==> src/rtl/ctrl_pkg.sv <==
// Shared definitions for the multi-cycle control unit: state codes, instruction
// class/sub encodings, ALU opcodes, write-back selects and the decoded control bundle.
package ctrl_pkg;

  typedef enum logic [2:0] {
    FETCH  = 3'd0,
    DECODE = 3'd1,
    EXEC   = 3'd2,
    MEM    = 3'd3,
    WB     = 3'd4
  } state_e;

  localparam logic [2:0] CLS_JUMP = 3'b000;
  localparam logic [2:0] CLS_ALU  = 3'b001;
  localparam logic [2:0] CLS_ALUI = 3'b010;
  localparam logic [2:0] CLS_MEM  = 3'b100;
  localparam logic [2:0] CLS_LINK = 3'b110;

  localparam logic [2:0] SUB_JF  = 3'b000;
  localparam logic [2:0] SUB_JT  = 3'b001;
  localparam logic [2:0] SUB_JMP = 3'b010;
  localparam logic [2:0] SUB_JAL = 3'b011;
  localparam logic [2:0] SUB_JR  = 3'b100;

  localparam logic [4:0] OP_ADD     = 5'b00000;
  localparam logic [4:0] OP_PASSB   = 5'b10011;
  localparam logic [4:0] OP_MEMADDR = 5'b10000;

  localparam logic [1:0] WB_ALU = 2'b00;
  localparam logic [1:0] WB_MEM = 2'b01;
  localparam logic [1:0] WB_PC1 = 2'b10;

  // Width-independent part of the decode result; selects and immediate travel separately.
  typedef struct packed {
    logic       legal;
    logic       reg_write;
    logic       is_mem;
    logic       store;
    logic       mux_b_sel;
    logic [1:0] wb_sel;
    logic [4:0] ula_op;
    logic       jump_en;
    logic       jump_pol;
    logic [2:0] jump_cond;
  } ctrl_t;

endpackage

==> src/rtl/unidade_controle_mc_if.sv <==
// Control-unit bus: instruction/data memory handshakes plus every datapath control line.
// master = control unit, slave = datapath/memory side.
interface unidade_controle_mc_if #(
  parameter int REG_AW  = 4,
  parameter int CONST_W = 16
);

  logic [31:0]        instrucao;
  logic               imem_ready;
  logic               dmem_ready;
  logic               ir_load;
  logic               pc_en;
  logic [REG_AW-1:0]  sel_c;
  logic [REG_AW-1:0]  sel_a;
  logic [REG_AW-1:0]  sel_b;
  logic               reg_we;
  logic               mux_b_sel;
  logic [1:0]         wb_sel;
  logic [4:0]         ula_op;
  logic [CONST_W-1:0] constante;
  logic               dmem_req;
  logic               dmem_we;
  logic               jump_en;
  logic               jump_pol;
  logic [2:0]         jump_cond;
  logic               illegal_op;
  logic [2:0]         estado;

  modport master (
    input  instrucao, imem_ready, dmem_ready,
    output ir_load, pc_en, sel_c, sel_a, sel_b, reg_we, mux_b_sel, wb_sel, ula_op,
           constante, dmem_req, dmem_we, jump_en, jump_pol, jump_cond, illegal_op, estado
  );

  modport slave (
    output instrucao, imem_ready, dmem_ready,
    input  ir_load, pc_en, sel_c, sel_a, sel_b, reg_we, mux_b_sel, wb_sel, ula_op,
           constante, dmem_req, dmem_we, jump_en, jump_pol, jump_cond, illegal_op, estado
  );

endinterface

==> src/rtl/ctrl_decode.sv <==
// Combinational decode of the latched instruction word into a control bundle and legal flag.
// Build option CTRL_JAL_EN: when defined, class 110 (jump-and-link / jump-register) is legal.
module ctrl_decode
  import ctrl_pkg::*;
#(
  parameter int REG_AW   = 4,
  parameter int CONST_W  = 16,
  parameter int LINK_REG = 15
) (
  input  logic [31:0]        ir,
  output ctrl_t              ctrl,
  output logic [REG_AW-1:0]  sel_c,
  output logic [REG_AW-1:0]  sel_a,
  output logic [REG_AW-1:0]  sel_b,
  output logic [CONST_W-1:0] constante
);

  logic [2:0] cls;
  logic [2:0] sub;
  logic       unused_ir;

  assign cls = ir[31:29];
  assign sub = ir[26:24];
  assign unused_ir = ^{ir[28:27], ir[23], ir[19]};

`ifndef CTRL_JAL_EN
  localparam int unused_link = LINK_REG;
`endif

  always_comb begin
    ctrl      = '0;
    sel_c     = ir[20 +: REG_AW];
    sel_a     = ir[16 +: REG_AW];
    sel_b     = ir[12 +: REG_AW];
    constante = '0;
    case (cls)
      CLS_ALU: begin
        ctrl.legal     = 1'b1;
        ctrl.reg_write = 1'b1;
        ctrl.wb_sel    = WB_ALU;
        ctrl.ula_op    = {cls, ir[25:24]};
      end
      CLS_ALUI: begin
        ctrl.legal     = 1'b1;
        ctrl.reg_write = 1'b1;
        ctrl.wb_sel    = WB_ALU;
        ctrl.mux_b_sel = 1'b1;
        ctrl.ula_op    = {cls, ir[25:24]};
        constante      = ir[CONST_W-1:0];
      end
      CLS_MEM: begin
        ctrl.legal     = 1'b1;
        ctrl.is_mem    = 1'b1;
        ctrl.store     = sub[0];
        ctrl.reg_write = ~sub[0];
        ctrl.wb_sel    = sub[0] ? WB_ALU : WB_MEM;
        ctrl.ula_op    = OP_MEMADDR;
      end
      CLS_JUMP: begin
        case (sub)
          SUB_JF, SUB_JT: begin
            ctrl.legal     = 1'b1;
            ctrl.jump_en   = 1'b1;
            ctrl.jump_cond = ir[14:12];
            ctrl.jump_pol  = sub[0];
          end
          SUB_JMP: begin
            ctrl.legal     = 1'b1;
            ctrl.jump_en   = 1'b1;
            ctrl.jump_pol  = 1'b1;
            ctrl.mux_b_sel = 1'b1;
            ctrl.ula_op    = OP_ADD;
            constante      = CONST_W'(ir[11:0]);
          end
          default: ;
        endcase
      end
`ifdef CTRL_JAL_EN
      CLS_LINK: begin
        case (sub)
          SUB_JAL: begin
            ctrl.legal     = 1'b1;
            ctrl.jump_en   = 1'b1;
            ctrl.jump_pol  = 1'b1;
            ctrl.reg_write = 1'b1;
            ctrl.wb_sel    = WB_PC1;
            ctrl.ula_op    = OP_PASSB;
            sel_c          = REG_AW'(LINK_REG);
          end
          SUB_JR: begin
            ctrl.legal    = 1'b1;
            ctrl.jump_en  = 1'b1;
            ctrl.jump_pol = 1'b1;
            ctrl.ula_op   = OP_PASSB;
          end
          default: ;
        endcase
      end
`endif
      default: ;
    endcase

    // Illegal encodings become a clean NOP: nothing selected, nothing written.
    if (!ctrl.legal) begin
      ctrl      = '0;
      sel_c     = '0;
      sel_a     = '0;
      sel_b     = '0;
      constante = '0;
    end
  end

endmodule

==> src/rtl/unidade_controle_mc.sv <==
// Multi-cycle control unit: FETCH/DECODE/EXEC/MEM/WB sequencer with registered Moore outputs.
// Build option CTRL_JAL_EN (handled in ctrl_decode) enables the jump-and-link class.
module unidade_controle_mc
  import ctrl_pkg::*;
#(
  parameter int REG_AW   = 4,
  parameter int CONST_W  = 16,
  parameter int LINK_REG = 15
) (
  input logic clock,
  input logic reset,
  unidade_controle_mc_if.master bus
);

  localparam logic [2:0] S_FETCH  = FETCH;
  localparam logic [2:0] S_DECODE = DECODE;
  localparam logic [2:0] S_EXEC   = EXEC;
  localparam logic [2:0] S_MEM    = MEM;
  localparam logic [2:0] S_WB     = WB;

  logic [2:0]         state;
  logic [2:0]         next_state;
  logic [31:0]        ir;
  logic               capture;
  ctrl_t              dec;
  logic [REG_AW-1:0]  dec_sel_c;
  logic [REG_AW-1:0]  dec_sel_a;
  logic [REG_AW-1:0]  dec_sel_b;
  logic [CONST_W-1:0] dec_constante;

  logic               ir_load;
  logic               pc_en;
  logic               reg_we;
  logic               mux_b_sel;
  logic               dmem_req;
  logic               dmem_we;
  logic               jump_en;
  logic               jump_pol;
  logic               illegal_op;
  logic [REG_AW-1:0]  sel_c;
  logic [REG_AW-1:0]  sel_a;
  logic [REG_AW-1:0]  sel_b;
  logic [1:0]         wb_sel;
  logic [4:0]         ula_op;
  logic [CONST_W-1:0] constante;
  logic [2:0]         jump_cond;

  ctrl_decode #(
    .REG_AW   (REG_AW),
    .CONST_W  (CONST_W),
    .LINK_REG (LINK_REG)
  ) u_decode (
    .ir        (ir),
    .ctrl      (dec),
    .sel_c     (dec_sel_c),
    .sel_a     (dec_sel_a),
    .sel_b     (dec_sel_b),
    .constante (dec_constante)
  );

  // FETCH spends one extra cycle with ir_load high so DECODE sees a settled IR.
  assign capture = (state == S_FETCH) && !ir_load && bus.imem_ready;

  always_comb begin
    next_state = state;
    case (state)
      S_FETCH:  if (ir_load) next_state = S_DECODE;
      S_DECODE: next_state = dec.legal ? S_EXEC : S_WB;
      S_EXEC:   next_state = dec.is_mem ? S_MEM : S_WB;
      S_MEM:    if (bus.dmem_ready) next_state = S_WB;
      S_WB:     next_state = S_FETCH;
      default:  next_state = S_FETCH;
    endcase
  end

  // Every output is registered from next_state so it lines up with estado.
  always_ff @(posedge clock) begin
    if (reset) begin
      state      <= S_FETCH;
      ir         <= '0;
      ir_load    <= 1'b0;
      pc_en      <= 1'b0;
      reg_we     <= 1'b0;
      illegal_op <= 1'b0;
      dmem_req   <= 1'b0;
      dmem_we    <= 1'b0;
      sel_c      <= '0;
      sel_a      <= '0;
      sel_b      <= '0;
      constante  <= '0;
      wb_sel     <= WB_ALU;
      ula_op     <= '0;
      mux_b_sel  <= 1'b0;
      jump_en    <= 1'b0;
      jump_pol   <= 1'b0;
      jump_cond  <= '0;
    end else begin
      state      <= next_state;
      ir_load    <= capture;
      if (capture) ir <= bus.instrucao;
      illegal_op <= (next_state == S_DECODE) && !dec.legal;
      dmem_req   <= (next_state == S_MEM);
      dmem_we    <= (next_state == S_MEM) && dec.store;
      pc_en      <= (next_state == S_WB);
      reg_we     <= (next_state == S_WB) && dec.legal && dec.reg_write;

      if (next_state == S_DECODE) begin
        sel_c     <= dec_sel_c;
        sel_a     <= dec_sel_a;
        sel_b     <= dec_sel_b;
        constante <= dec_constante;
        wb_sel    <= dec.wb_sel;
      end else if (next_state == S_FETCH) begin
        sel_c     <= '0;
        sel_a     <= '0;
        sel_b     <= '0;
        constante <= '0;
        wb_sel    <= WB_ALU;
      end

      if (next_state == S_EXEC) begin
        ula_op    <= dec.ula_op;
        mux_b_sel <= dec.mux_b_sel;
        jump_en   <= dec.jump_en;
        jump_pol  <= dec.jump_pol;
        jump_cond <= dec.jump_cond;
      end else if (next_state == S_FETCH) begin
        ula_op    <= '0;
        mux_b_sel <= 1'b0;
        jump_en   <= 1'b0;
        jump_pol  <= 1'b0;
        jump_cond <= '0;
      end
    end
  end

  assign bus.ir_load    = ir_load;
  assign bus.pc_en      = pc_en;
  assign bus.sel_c      = sel_c;
  assign bus.sel_a      = sel_a;
  assign bus.sel_b      = sel_b;
  assign bus.reg_we     = reg_we;
  assign bus.mux_b_sel  = mux_b_sel;
  assign bus.wb_sel     = wb_sel;
  assign bus.ula_op     = ula_op;
  assign bus.constante  = constante;
  assign bus.dmem_req   = dmem_req;
  assign bus.dmem_we    = dmem_we;
  assign bus.jump_en    = jump_en;
  assign bus.jump_pol   = jump_pol;
  assign bus.jump_cond  = jump_cond;
  assign bus.illegal_op = illegal_op;
  assign bus.estado     = state;

endmodule

==> src/flat_wrapper.sv <==
// flat-port wrapper written by rule: the top's interface ports become plain ports
module unidade_controle_mc_flat import ctrl_pkg::*;
#(
  parameter int REG_AW   = 4,
  parameter int CONST_W  = 16,
  parameter int LINK_REG = 15
)
  (clock, reset, bus_instrucao, bus_imem_ready, bus_dmem_ready, bus_ir_load, bus_pc_en, bus_sel_c, bus_sel_a, bus_sel_b, bus_reg_we, bus_mux_b_sel, bus_wb_sel, bus_ula_op, bus_constante, bus_dmem_req, bus_dmem_we, bus_jump_en, bus_jump_pol, bus_jump_cond, bus_illegal_op, bus_estado);
  unidade_controle_mc_if #(.REG_AW(REG_AW), .CONST_W(CONST_W)) bus_i ();
  input logic clock;
  input logic reset;
  input wire logic [$bits(bus_i.instrucao)-1:0] bus_instrucao;
  input wire logic [$bits(bus_i.imem_ready)-1:0] bus_imem_ready;
  input wire logic [$bits(bus_i.dmem_ready)-1:0] bus_dmem_ready;
  output wire logic [$bits(bus_i.ir_load)-1:0] bus_ir_load;
  output wire logic [$bits(bus_i.pc_en)-1:0] bus_pc_en;
  output wire logic [$bits(bus_i.sel_c)-1:0] bus_sel_c;
  output wire logic [$bits(bus_i.sel_a)-1:0] bus_sel_a;
  output wire logic [$bits(bus_i.sel_b)-1:0] bus_sel_b;
  output wire logic [$bits(bus_i.reg_we)-1:0] bus_reg_we;
  output wire logic [$bits(bus_i.mux_b_sel)-1:0] bus_mux_b_sel;
  output wire logic [$bits(bus_i.wb_sel)-1:0] bus_wb_sel;
  output wire logic [$bits(bus_i.ula_op)-1:0] bus_ula_op;
  output wire logic [$bits(bus_i.constante)-1:0] bus_constante;
  output wire logic [$bits(bus_i.dmem_req)-1:0] bus_dmem_req;
  output wire logic [$bits(bus_i.dmem_we)-1:0] bus_dmem_we;
  output wire logic [$bits(bus_i.jump_en)-1:0] bus_jump_en;
  output wire logic [$bits(bus_i.jump_pol)-1:0] bus_jump_pol;
  output wire logic [$bits(bus_i.jump_cond)-1:0] bus_jump_cond;
  output wire logic [$bits(bus_i.illegal_op)-1:0] bus_illegal_op;
  output wire logic [$bits(bus_i.estado)-1:0] bus_estado;
  assign bus_i.instrucao = bus_instrucao;
  assign bus_i.imem_ready = bus_imem_ready;
  assign bus_i.dmem_ready = bus_dmem_ready;
  assign bus_ir_load = bus_i.ir_load;
  assign bus_pc_en = bus_i.pc_en;
  assign bus_sel_c = bus_i.sel_c;
  assign bus_sel_a = bus_i.sel_a;
  assign bus_sel_b = bus_i.sel_b;
  assign bus_reg_we = bus_i.reg_we;
  assign bus_mux_b_sel = bus_i.mux_b_sel;
  assign bus_wb_sel = bus_i.wb_sel;
  assign bus_ula_op = bus_i.ula_op;
  assign bus_constante = bus_i.constante;
  assign bus_dmem_req = bus_i.dmem_req;
  assign bus_dmem_we = bus_i.dmem_we;
  assign bus_jump_en = bus_i.jump_en;
  assign bus_jump_pol = bus_i.jump_pol;
  assign bus_jump_cond = bus_i.jump_cond;
  assign bus_illegal_op = bus_i.illegal_op;
  assign bus_estado = bus_i.estado;
  unidade_controle_mc #(.REG_AW(REG_AW), .CONST_W(CONST_W), .LINK_REG(LINK_REG)) u_core (.clock(clock), .reset(reset), .bus(bus_i));
endmodule
==> config.mk <==
export PLATFORM = sky130hd
export DESIGN_NAME = unidade_controle_mc_flat
export DESIGN_NICKNAME = d
export VERILOG_FILES = /design/src/rtl/ctrl_pkg.sv /design/src/rtl/unidade_controle_mc_if.sv /design/src/rtl/ctrl_decode.sv /design/src/rtl/unidade_controle_mc.sv /design/src/flat_wrapper.sv
export SDC_FILE = /design/constraint.sdc
export NUM_CORES = 1
export LEC_CHECK = 0
export ABC_AREA = 1
export CORE_UTILIZATION = 49
export DETAILED_ROUTE_END_ITERATION = 6
export PLACE_DENSITY = 0.85
export SYNTH_ARGS = -nofsm -noshare
export SYNTH_HDL_FRONTEND = slang
export SYNTH_HIERARCHICAL = 1
export SYNTH_SLANG_ARGS = --single-unit
export TNS_END_PERCENT = 10
==> constraint.sdc <==
create_clock -name clock -period 2.15 [get_ports clock]
set_input_delay 0.5375 -clock clock [delete_from_list [all_inputs] [get_ports clock]]
set_output_delay 0.5375 -clock clock [all_outputs]
set_load 0.02 [all_outputs]
==> reports/summary.log, run 1 <==
[clock_network] CTS tree built
[routing] detailed-router iteration count before antenna repair 7
[setup_path] worst-path maximum fanout 8
[yosys] count of warnings emitted by yosys 6
[die] I/O pin count 86
[grt] maximum number of pins on one net before global-route repair 42
[cells_and_area] share of post-route cells with drive strength above 1 9.381%
[timing] worst hold margin 481.0 ps
[grt] wire length of the first global-routing pass 12970 um
[timing] top achievable clock speed 0.4921 GHz
[die] width of the die 83.95 um
[setup_path] endpoint of the lowest-slack register-to-register path u_core/bus.constante[9]$_SDFFE_PP0P_
[clock_network] TritonCTS buffer count 9
[pwr] Leakage 0.001732 uW
[pwr] share of total power in the clock network 34.7%
[pwr] switching power share of the total 27.52%
[setup_path] required time of the critical path 1610 ps
[grt] initial antenna violation count 0
[setup_path] endpoint of the worst setup timing path bus_estado[0]
[clock_network] maximum count of clock buffers along a single path 2
[timing] total negative setup slack 0 ps
[pwr] Comb power frac 17.8%
[setup_path] Register-to-Register Setup Slack 240 ps
[setup_path] peak per-stage delay on the critical path 660 ps
[routing] Detail Route Antenna Nets 0
[yosys] syn avg cell area 7.264 um2
[cells_and_area] Layout Area Growth over Synthesis 34.03%
[routing] DRC violation count after routing 8
[routing] Routed wire per std cell 12.80 um
[setup_path] CP Buf/Inv Count 1
[clock_network] Clk Latency, worst-skew pair 340 ps
[die] starting density of the core 51.24%
[yosys] post-synthesis instance area 3291 um2
[setup_path] path depth of the worst reg2reg path 12
[routing] overall via count from detail_route 3087
[setup_path] Critical Path, Cell by Cell clkdlybuf4s50_1
[die] die area 7048 um2
[setup_path] startpoint type of the worst setup path register
[clock_network] number of resized instances in the post-cts repair step 0
[die] Die Height 83.95 um
[timing] unrepaired setup endpoints after global routing no
[job] Max Cap Violations 0
[setup_path] dominant delay contributor by cell family on the critical path buffers and inverters
[die] number of standard-cell rows in the floorplan 29
[grt] grt total ovfl 0
[clock_network] clk root buf clkbuf_8
[routing] routed via count divided by cell count 5.061
[placed_design] number of input and output port buffers inserted 83
[setup_path] Worst setup startpoint u_core/bus.estado[0]$_SDFF_PP0_
[timing] Min Clock Period, post-route 2032 ps
[setup_path] launch point of the worst reg-to-reg path u_core/ir[29]$_SDFFE_PP0P_
[timing] count of endpoints failing hold in the final timing report 0
[status] status finished, violations left
[cells_and_area] Post-layout nets 564
[placed_design] final weighted congestion in routability-driven placement 0.8938
[setup_path] arrival time worst endpoint 1490 ps
[pwr] total power divided by cell area 766.7 nW/um2
[clock_network] CTS Hold Buffers Added 0
[timing] count of pins over their slew limit 0
[clock_network] number of buffers added for setup after CTS 0
[timing] ratio of final minimum period to clock period 94.51%
[timing] # setup viols final 0
[grt] overall routing resource usage 23.12%
[timing] final clock skew 7.367 ps
[pwr] Reg power frac 47.5%
[placed_design] DP Wirelength 5375 um
[yosys] Post-Synthesis Net Count 489
[setup_path] type of element capturing the critical path output pin
[grt] number of global-route vias before repair 2836
[pwr] cell internal power dissipation 2451 uW
[clock_network] number of sinks driven by the clock tree 80
[status] failing checks design-rule violations
[routing] DR iter-0 viols 182
[clock_network] CTS H-tree lvls 3
[clock_network] clock slew at the register clock pins of the worst setup and hold paths 70 ps
[cells_and_area] antenna diode count 0
[cells_and_area] final standard cell utilization of the core 68.67%
[setup_path] critical setup path kind reg2out
[hold_path] type of the most critical hold path reg2reg
[setup_path] stages on the worst setup path 1
[routing] total wirelength of the detailed-routed design 7805 um
[yosys] number of instances in the synthesized netlist 453
[die] total core area 6422 um2
[setup_path] CP max-delay cell clkdlybuf4s50_1
[pwr] NetSw 930.8 uW
[pwr] worst ir drop on vdd 0.4345 mV
-- final cells by class --
class	count	area, um2
timing repair buffer	94	963.4
clock buffer	14	182.7
fill	564	2012
sequential	80	1602
clock inverter	2	35.03
inverter	48	180.2
multi-input combinational	295	1351
tap	77	96.34
-- how the worst min path moves through the flow --
stage | startpoint | end | slack, ps | cells after the start
final | u_core/bus.jump_pol$_SDFFE_PP0P_ | u_core/bus.jump_pol$_SDFFE_PP0P_ | 480 | 2
after global routing | u_core/bus.sel_b[0]$_SDFFE_PP0P_ | u_core/bus.sel_b[0]$_SDFFE_PP0P_ | 500 | 2
after CTS | u_core/bus.jump_pol$_SDFFE_PP0P_ | u_core/bus.jump_pol$_SDFFE_PP0P_ | 480 | 2
after detailed placement | u_core/bus.sel_b[0]$_SDFFE_PP0P_ | u_core/bus.sel_b[0]$_SDFFE_PP0P_ | 470 | 2
after global placement | u_core/ir[3]$_SDFFE_PP0P_ | u_core/ir[3]$_SDFFE_PP0P_ | 460 | 2
after floorplan | u_core/ir[10]$_SDFFE_PP0P_ | u_core/ir[10]$_SDFFE_PP0P_ | 460 | 2
-- layer usage --
layer  up-vias  routed length (um)  GRT usage [%]
met1      1381                3342          28.66
met3        13                 507          4.748
met2       124                3821          39.34
met5         -                   0              0
met4         0                 134          8.934
li1       1569                   -              -
-- power groups by stage --
stage          logic [uW]  registers [uW]  clock network (uW)
6_report              601            1610                1170
5_1_grt               669            1610                1260
4_1_cts               602            1610                1190
3_5_place_dp          598            1640                   0
3_3_place_gp          580            1640                   0
2_1_floorplan         389            1650                   0
-- flip-flops by register name, indices dropped and copies added (netlist names), 2 cells and up --
signal                flops
u_core/bus.constante     16
u_core/bus.estado         3
u_core/bus.jump_cond      3
u_core/bus.sel_a          4
u_core/bus.sel_b          4
u_core/bus.sel_c          4
u_core/bus.ula_op         5
u_core/bus.wb_sel         2
u_core/ir                30
-- metrics by stage --
stage | worst slack, ps | instance area, um2 | instances | total power (uW)
after detailed placement | 179.9 | 4193 | 594 | 2237
after global routing | 51.34 | 4410 | 610 | 3545
final | 118.1 | 4410 | 610 | 3381
after global placement | 207.0 | 4193 | 594 | 2215
after CTS | 115.6 | 4410 | 610 | 3397
after floorplan | 349.2 | 3291 | 453 | 2038
-- cells in the final DEF, fill, tap and decap left out, types with 4 or more instances in the layout --
master and instances:
clkbuf_8 13, clkdlybuf4s50_1 83, a21oi_1 15, nor2_1 102
buf_4 7, dfxtp_1 80, o21ai_0 50, nand2_2 5
buf_12 4, nand2_1 54, o21ai_2 10, inv_1 45
nand3_1 47
No activity file was read; power rests on OpenSTA's default activity.
==> run 2, diff against run 1 <==
--- a/config.mk
+++ b/config.mk
@@ -9,6 +9,7 @@
 export CORE_UTILIZATION = 49
 export DETAILED_ROUTE_END_ITERATION = 6
 export PLACE_DENSITY = 0.85
+export SKIP_CTS_REPAIR_TIMING = 1
 export SYNTH_ARGS = -nofsm -noshare
 export SYNTH_HDL_FRONTEND = slang
 export SYNTH_HIERARCHICAL = 1
==> constraint.sdc (replaced) <==
create_clock -name clock -period 2.15 [get_ports clock]
set_input_delay 0.3225 -clock clock [delete_from_list [all_inputs] [get_ports clock]]
set_output_delay 0.3225 -clock clock [all_outputs]
set_load 0.02 [all_outputs]
==> run 2 against run 1 <==
Effect of this change: the flow still finishes with violations (design-rule violations); register-to-register slack worse by 50 ps; sequential power is essentially flat; clock skew about the same; first-iteration DRC count rose by 14%; sequential share of layout area increased by 0.13 points; clock power grew 3%; largest cell class unchanged.
==> reports/summary.log, run 2 (synthesis results as in run 1) <==
[grt] initial antenna violation count 0
[setup_path] critical setup path kind reg2reg
[timing] fin worst setup slack 194.9 ps
[cells_and_area] largest registers u_core/ir x30, u_core/bus.constante x16, u_core/bus.ula_op x5
[grt] grt total ovfl 0
[placed_design] dpl ws 178.6 ps
[job] Max Cap Violations 0
[setup_path] required time of the critical path 2410 ps
[hold_path] type of the most critical hold path reg2reg
[placed_design] DP Wirelength 5172 um
[timing] final clock skew 7.371 ps
[timing] unrepaired setup endpoints after global routing no
[pwr] worst ir drop on vdd 0.3684 mV
[routing] Routed wire per std cell 12.58 um
[timing] top achievable clock speed 0.5115 GHz
[cells_and_area] Post-layout nets 562
[timing] # setup viols final 0
[timing] count of pins over their slew limit 0
[cells_and_area] Layout Area Growth over Synthesis 33.54%
[timing] count of endpoints failing hold in the final timing report 0
[timing] total negative setup slack 0 ps
[grt] met2 Use GR 37.70%
[setup_path] startpoint type of the worst setup path register
[placed_design] number of input and output port buffers inserted 83
[timing] Min Clock Period, post-route 1955 ps
[cells_and_area] highest-count cells in the layout ignoring fill and taps nor2_1, clkdlybuf4s50_1, dfxtp_1
[clock_network] maximum count of clock buffers along a single path 2
[routing] Detail Route Antenna Nets 0
[grt] wire length of the first global-routing pass 12870 um
[timing] ratio of final minimum period to clock period 90.94%
[routing] DRC violation count after routing 8
[cells_and_area] Largest register FFs 30
[setup_path] peak per-stage delay on the critical path 340 ps
[die] starting density of the core 51.24%
[die] die area 7048 um2
[setup_path] CP max-delay cell dfxtp_1
[clock_network] CTS tree built
[die] width of the die 83.95 um
[cells_and_area] antenna diode count 0
[clock_network] clock slew at the register clock pins of the worst setup and hold paths 80 ps
[grt] overall routing resource usage 23.00%
[pwr] total power divided by cell area 774.7 nW/um2
[setup_path] arrival time worst endpoint 2210 ps
[routing] detailed-router iteration count before antenna repair 7
[grt] global-route track usage on met3 5.242%
[die] Die Height 83.95 um
[clock_network] CTS H-tree lvls 3
[cells_and_area] largest register by flop count u_core/ir
[clock_network] number of sinks driven by the clock tree 80
[grt] number of global-route vias before repair 2848
[grt] GR peak layer met2
[cells_and_area] share of post-route cells with drive strength above 1 9.228%
[hold_path] depth of the worst hold-timing path 2
[setup_path] worst-path maximum fanout 29
[status] failing checks design-rule violations
[die] number of standard-cell rows in the floorplan 29
[placed_design] final weighted congestion in routability-driven placement 0.9186
[clock_network] Clk Latency, worst-skew pair 340 ps
[grt] maximum number of pins on one net before global-route repair 89
[routing] overall via count from detail_route 3066
[cells_and_area] commonest non-fill, non-tap cell in the layout nor2_1
[clock_network] clk root buf clkbuf_8
[status] status finished, violations left
[setup_path] Critical Path, Cell by Cell nor2_2 > nand2_2 > nand3_1 > nor2_2 > inv_1 > nand3_2 > nand3_1 > inv_1 > nand2_4 > nand2_2 > buf_12 > o21ai_0
[die] I/O pin count 86
[clock_network] TritonCTS buffer count 9
[cells_and_area] # fillers 549
[grt] met1 track demand over resource in global routing 28.93%
[pwr] Leakage 0.001712 uW
[setup_path] path depth of the worst reg2reg path 12
[routing] total wirelength of the detailed-routed design 7646 um
[routing] routed via count divided by cell count 5.043
[routing] DR iter-0 viols 207
[die] total core area 6422 um2
[setup_path] type of element capturing the critical path register
==> run 2: changes by cell type in the layout (fill, tap and decap cells not counted), sizes merged <==
| cell | before | now |
|---|---|---|
| buf | 11 | 9 |
| bufinv | 1 | 2 |
| clkbuf | 14 | 11 |
| clkinvlp | 0 | 2 |
==> run 2: critical path, delay by kind of cell, from the launching register on <==
kind	cells	cell delay, ps
AOI/OAI and AO/OA	1	190
buffers and inverters	3	360
DFF	1	340
and+or+nand+nor	8	980
==> run 2: worst paths after layout <==
kind	startpoint	endpoint	slack (ps)
worst max-delay path	u_core/ir[29]$_SDFFE_PP0P_	u_core/bus.sel_c[3]$_SDFFE_PP0P_	190
worst min-delay path	u_core/bus.sel_b[0]$_SDFFE_PP0P_	u_core/bus.sel_b[0]$_SDFFE_PP0P_	480
worst max register to register	u_core/ir[29]$_SDFFE_PP0P_	u_core/bus.sel_c[3]$_SDFFE_PP0P_	190
worst min register to register	u_core/bus.sel_b[0]$_SDFFE_PP0P_	u_core/bus.sel_b[0]$_SDFFE_PP0P_	480
==> run 2: layout make-up <==
cell class	count	area (um2)	area share [%]
Tap cell	77	96.34	2.192
Timing Repair Buffer	92	935.9	21.30
Sequential cell	80	1602	36.45
Multi-Input combinational cell	295	1359	30.92
Inverter	48	180.2	4.100
Clock buffer	11	141.4	3.218
Clock inverter	5	80.08	1.822
==> run 2: report_power, final <==
part | internal (uW) | switching (uW) | leakage, uW
registers | 1560 | 47.9 | 0.000652
clock network | 684 | 521 | 0.000106
logic | 224 | 370 | 0.000955
total | 2470 | 939 | 0.00171
==> run 2: through the flow <==
| step | power, uW | hold slack, ps | util (%) | instances | cell area [um2] |
|---|---|---|---|---|---|
| 6_report | 3404 | 482.4 | 68.42 | 608 | 4394 |
| 4_1_cts | 3416 | 484.5 | 68.30 | 608 | 4387 |
| 5_1_grt | 3580 | 505.7 | 68.42 | 608 | 4394 |
| 3_3_place_gp | 2206 | 461.5 | 64.85 | 592 | 4165 |
| 3_5_place_dp | 2226 | 470.4 | 64.85 | 592 | 4165 |
| 2_1_floorplan | 2038 | 455.0 | - | 453 | 3291 |
==> run 2: layer usage <==
layer  wire length [um]  share of wire, %  vias to the layer above
met5                  0                 0                        -
met4                127               1.7                        0
met3                429               5.6                       10
met2               3671                48                       88
met1               3418                45                     1400
li1                   -                 -                     1568
==> patch 1: new RTL, settings of run 1 <==
The option `CTRL_JAL_EN` is turned on by a define.
--- a/src/rtl/ctrl_decode.sv
+++ b/src/rtl/ctrl_decode.sv
@@ -1,5 +1,7 @@
 // Combinational decode of the latched instruction word into a control bundle and legal flag.
 // Build option CTRL_JAL_EN: when defined, class 110 (jump-and-link / jump-register) is legal.
+`define CTRL_JAL_EN
+
 module ctrl_decode
   import ctrl_pkg::*;
 #(
Check against the original RTL: not equivalent (a bounded check fails within 4 cycles, from zero or initial values and one cycle with reset high).
==> patch 1 against run 1 <==
  * Worst hold slack better by 6.1 ps
  * Clock skew up 0.98 ps
  * Synthesized area is 9.5% higher
  * Wire length is 8.3% higher
  * Sequential share of layout area down 2.4 points
  * Clock power rose by 3%
  * Die area rose by 9.3%
  * Cell count increased by 4.6%
  * Total power up 3.0%
  * Sequential cell count unchanged
  * Setup slack lost 6.4 ps
  * Non-clock buffer count stayed put
  * Critical path depth is the same
  * Final area increased by 7.1%
==> patch 1: results (changes against run 1) <==
* First-pass GRT wire length at 14.00 mm (+8.0%)
* Fmax achieved at 490.6 MHz (-0.32%)
* DRT Wirelength at 8.452 mm (+8.3%)
* FF-to-FF Start: u_core/ir[25]
* Pin count of the biggest net entering global routing at 62 (+48%)
* 1st-pass router iterations at 4 (-3)
* DP Wirelength at 5.747 mm (+6.9%)
* Setup Skew at 8.344 ps (+0.9769 ps)
* DR iter-0 viols at 212 (+16%)
* Clk slew on worst S/H paths at 70 ps (about the same)
* Vias in the first global route at 3083 (+8.7%)
* Syn Area/Cell at 7.871 um2 (+8.3%)
* Nets at 574 (+1.8%)
* Finished Layout Cells at 638 (+4.6%)
* Hold_ws at 487.1 ps (+6.093 ps)
* Htree depth at 3 (unchanged)
* Syn Nets at 494 (+1.0%)
* Fraction of layout cells with a size suffix above 1 at 14.39% (+5.0 points)
* Placement Cell Area at 4497 um2 (+7.3%)
* Critical R2R Capture: u_core/bus.jump_cond[2]
* DR vias at 3192 (+3.4%)
* Worst-case reg-to-reg path depth at 13 (+1)
* GPL Wtd Cong at 0.8532 (-4.5%)
* DP Worst Slack at 66.19 ps (-113.7 ps)
* Hold Path Origin: u_core/bus.ula_op[3]
* Pleak at 1.818 nW (+5.0%)
* Max IR drop VDD at 0.4716 mV (+8.6%)
* Fill count at 548 (-2.8%)
* Regs by FF count: u_core/ir (30), u_core/bus.constante (16), u_core/bus.ula_op (5)
* Dpl cells at 622 (+4.7%)
* Run status: complete, no violations
-- patch 1: worst min-delay path by stage --
stage | cells past startpoint | endpoint
6_report | 2 | u_core/bus.ula_op[3]
5_1_grt | 2 | u_core/bus.jump_pol
4_1_cts | 2 | u_core/bus.ula_op[4]
3_5_place_dp | 2 | u_core/bus.ula_op[4]
3_3_place_gp | 2 | u_core/bus.jump_en
2_1_floorplan | 2 | u_core/ir[10]
-- patch 1: final cells by class --
class	instances	area (um2)	share of cell area (%)
clock buffer	12	155.1	3.284
sequential	80	1602	33.90
timing repair buffer	94	975.9	20.66
clock inverter	3	65.06	1.377
inverter	76	286.5	6.065
tap	96	120.1	2.542
multi-input combinational	277	1520	32.18
-- patch 1: power breakdown --
part	total [mW]	internal, mW	switching [mW]
registers	1.61	1.56	0.0547
logic	0.663	0.261	0.402
clock network	1.21	0.710	0.498
-- patch 1: repair_timing --
action                                 4_1_cts  5_1_grt
endpoints found under the hold margin        0        0
setup endpoints to repair                    0       42
setup buffers                                0        1
-- patch 1: layer usage --
metal  track usage, %  vias to the layer above  routed length (um)
met4            10.13                        0                 261
met5                0                        -                   0
met3            5.561                       21                 553
met1            29.67                     1463                3638
met2            38.62                      119                3999
li1                 -                     1589                   -
==> patch 2: new RTL, config.mk and constraints of run 1 <==
Without the edit above. Reset style: asynchronous (`reset`), changed in one clocked block.
--- a/src/rtl/unidade_controle_mc.sv
+++ b/src/rtl/unidade_controle_mc.sv
@@ -74,7 +74,7 @@
   end
 
   // Every output is registered from next_state so it lines up with estado.
-  always_ff @(posedge clock) begin
+  always_ff @(posedge clock or posedge reset) begin
     if (reset) begin
       state      <= S_FETCH;
       ir         <= '0;
Behaviour: differs if reset is asserted again (counterexample within 4 cycles, from zero or initial values and one cycle with reset high); with reset held inactive, the same outputs for 10 cycles.
==> patch 2 against run 1 <==
  * Die area up 9.6%
  * Wire length down 0.82%
  * Global-route usage down 0.74 points
  * Highest routed layer unchanged
  * Clock skew about the same
  * Critical endpoint unchanged
  * Register-to-register slack about the same
  * Final area up 6.4%
  * Synthesized area up 9.8%
  * Sequential cell count unchanged
  * Via count down 5.8%
  * Cell count up 2.3%
  * Setup slack better by 9.7 ps
Power is not compared: it rests on default switching activity, and its combinational part moved more than twofold at a synthesized area within 25%.
==> patch 2: results (changes against run 1) <==
* IO Port Bufs at 83 (unchanged)
* First-pass GRT wire length at 12.85 mm (-0.86%)
* Syn Nets at 482 (-1.4%)
* Critical-path maximum fanout at 9 (+1)
* Worst-skew pair later-pin latency at 340 ps (about the same)
* Fraction of layout cells with a size suffix above 1 at 9.091% (-0.29 points)
* Flop-to-flop setup slack at 240 ps (about the same)
* Hold Path Class: flop to flop
* Critical R2R Capture: u_core/bus.sel_a[0]
* Pleak at 2.523 nW
* GPL Wtd Cong at 0.8464 (-5.3%)
* ANT cells at 0 (unchanged)
* 1st-pass router iterations at 4 (-3)
* Critical Path Start: u_core/bus.estado[0]
* DRT Wirelength at 7.741 mm (-0.82%)
* WL met1 at 3.317 mm (-0.75%)
* Worst hold stages at 2 (unchanged)
* Pin count of the biggest net entering global routing at 81 (+93%)
* Metal2 WL at 3.845 mm (+0.63%)
* Total number of yosys warnings at 6 (unchanged)
* GRT Overall Usage at 22.37% (-0.74 points)
* DR iter-0 viols at 161 (-12%)
* Setup Skew at 7.079 ps (-0.2887 ps)
* Highest Signal Layer: met4
* Nets at 561 (-0.53%)
* Initial antenna violation count at 0 (unchanged)
* Regs by FF count: u_core/ir (30), u_core/bus.constante (16), u_core/bus.ula_op (5)
* FF-to-FF Start: u_core/ir[29]
* Root Buffer: clkbuf_8
* DR vias at 2907 (-5.8%)
* Met3 wire length at 431 um (-15%)
* DP Wirelength at 5.147 mm (-4.2%)
* Run status: complete, no violations
* Vias in the first global route at 2803 (-1.2%)
==> patch 2: repair_timing <==
action | in CTS | in global routing
endpoints found under the setup margin | 0 | 21
endpoints found under the hold margin | 0 | 0
resized for setup | 0 | 1
==> patch 2: worst min-delay path by stage <==
| stage | start | to | slack (ps) |
|---|---|---|---|
| floorplan | u_core/ir[0] | u_core/ir[0] | 450 |
| CTS | u_core/bus.jump_en | u_core/bus.jump_en | 480 |
| finish | u_core/bus.jump_en | u_core/bus.jump_en | 480 |
| detailed placement | u_core/bus.jump_en | u_core/bus.jump_en | 460 |
| global placement | u_core/bus.jump_cond[0] | u_core/bus.jump_cond[0] | 460 |
| global route | u_core/ir[15] | u_core/ir[15] | 500 |
==> patch 2: routing by layer <==
| metal | global-route usage, % | up-vias |
|---|---|---|
| met3 | 4.430 | 11 |
| met5 | 0 | - |
| met1 | 27.57 | 1332 |
| met4 | 9.687 | 0 |
| li1 | - | 1476 |
| met2 | 38.34 | 88 |
==> patch 2: through the flow <==
| stage | setup slack, ps | total power [mW] | cell area, um2 | hold slack [ps] | std cells |
|---|---|---|---|---|---|
| after global routing | 19.87 | 6.521 | 4695 | 496.7 | 624 |
| after CTS | 111.9 | 6.086 | 4691 | 480.4 | 624 |
| after global placement | 205.7 | 4.799 | 4483 | 458.4 | 610 |
| final | 127.8 | 6.075 | 4695 | 476.6 | 624 |
| after floorplan | 464.4 | 4.230 | 3617 | 448.8 | 446 |
| after detailed placement | 161.8 | 4.884 | 4483 | 462.0 | 610 |
==> patch 2: where the power goes <==
group	total (mW)	switching (mW)	internal (mW)
clock	1.18	0.514	0.669
sequential	2.25	0.301	1.94
combinational	2.65	1.72	0.926
==> patch 2: tightest hold or removal path, delay by kind of cell (launching register included) <==
family	cells	cell delay, ps
and+or+nand+nor	2	110
DFF	1	350
==> patch 2: area by class of cell <==
cell class	count	area, um2
sequential	80	2002
tap	96	120.1
multi-input combinational	292	1254
clock inverter	4	70.07
timing repair buffer	90	912.1
clock buffer	10	137.6
inverter	52	198.9
fill	564	2250
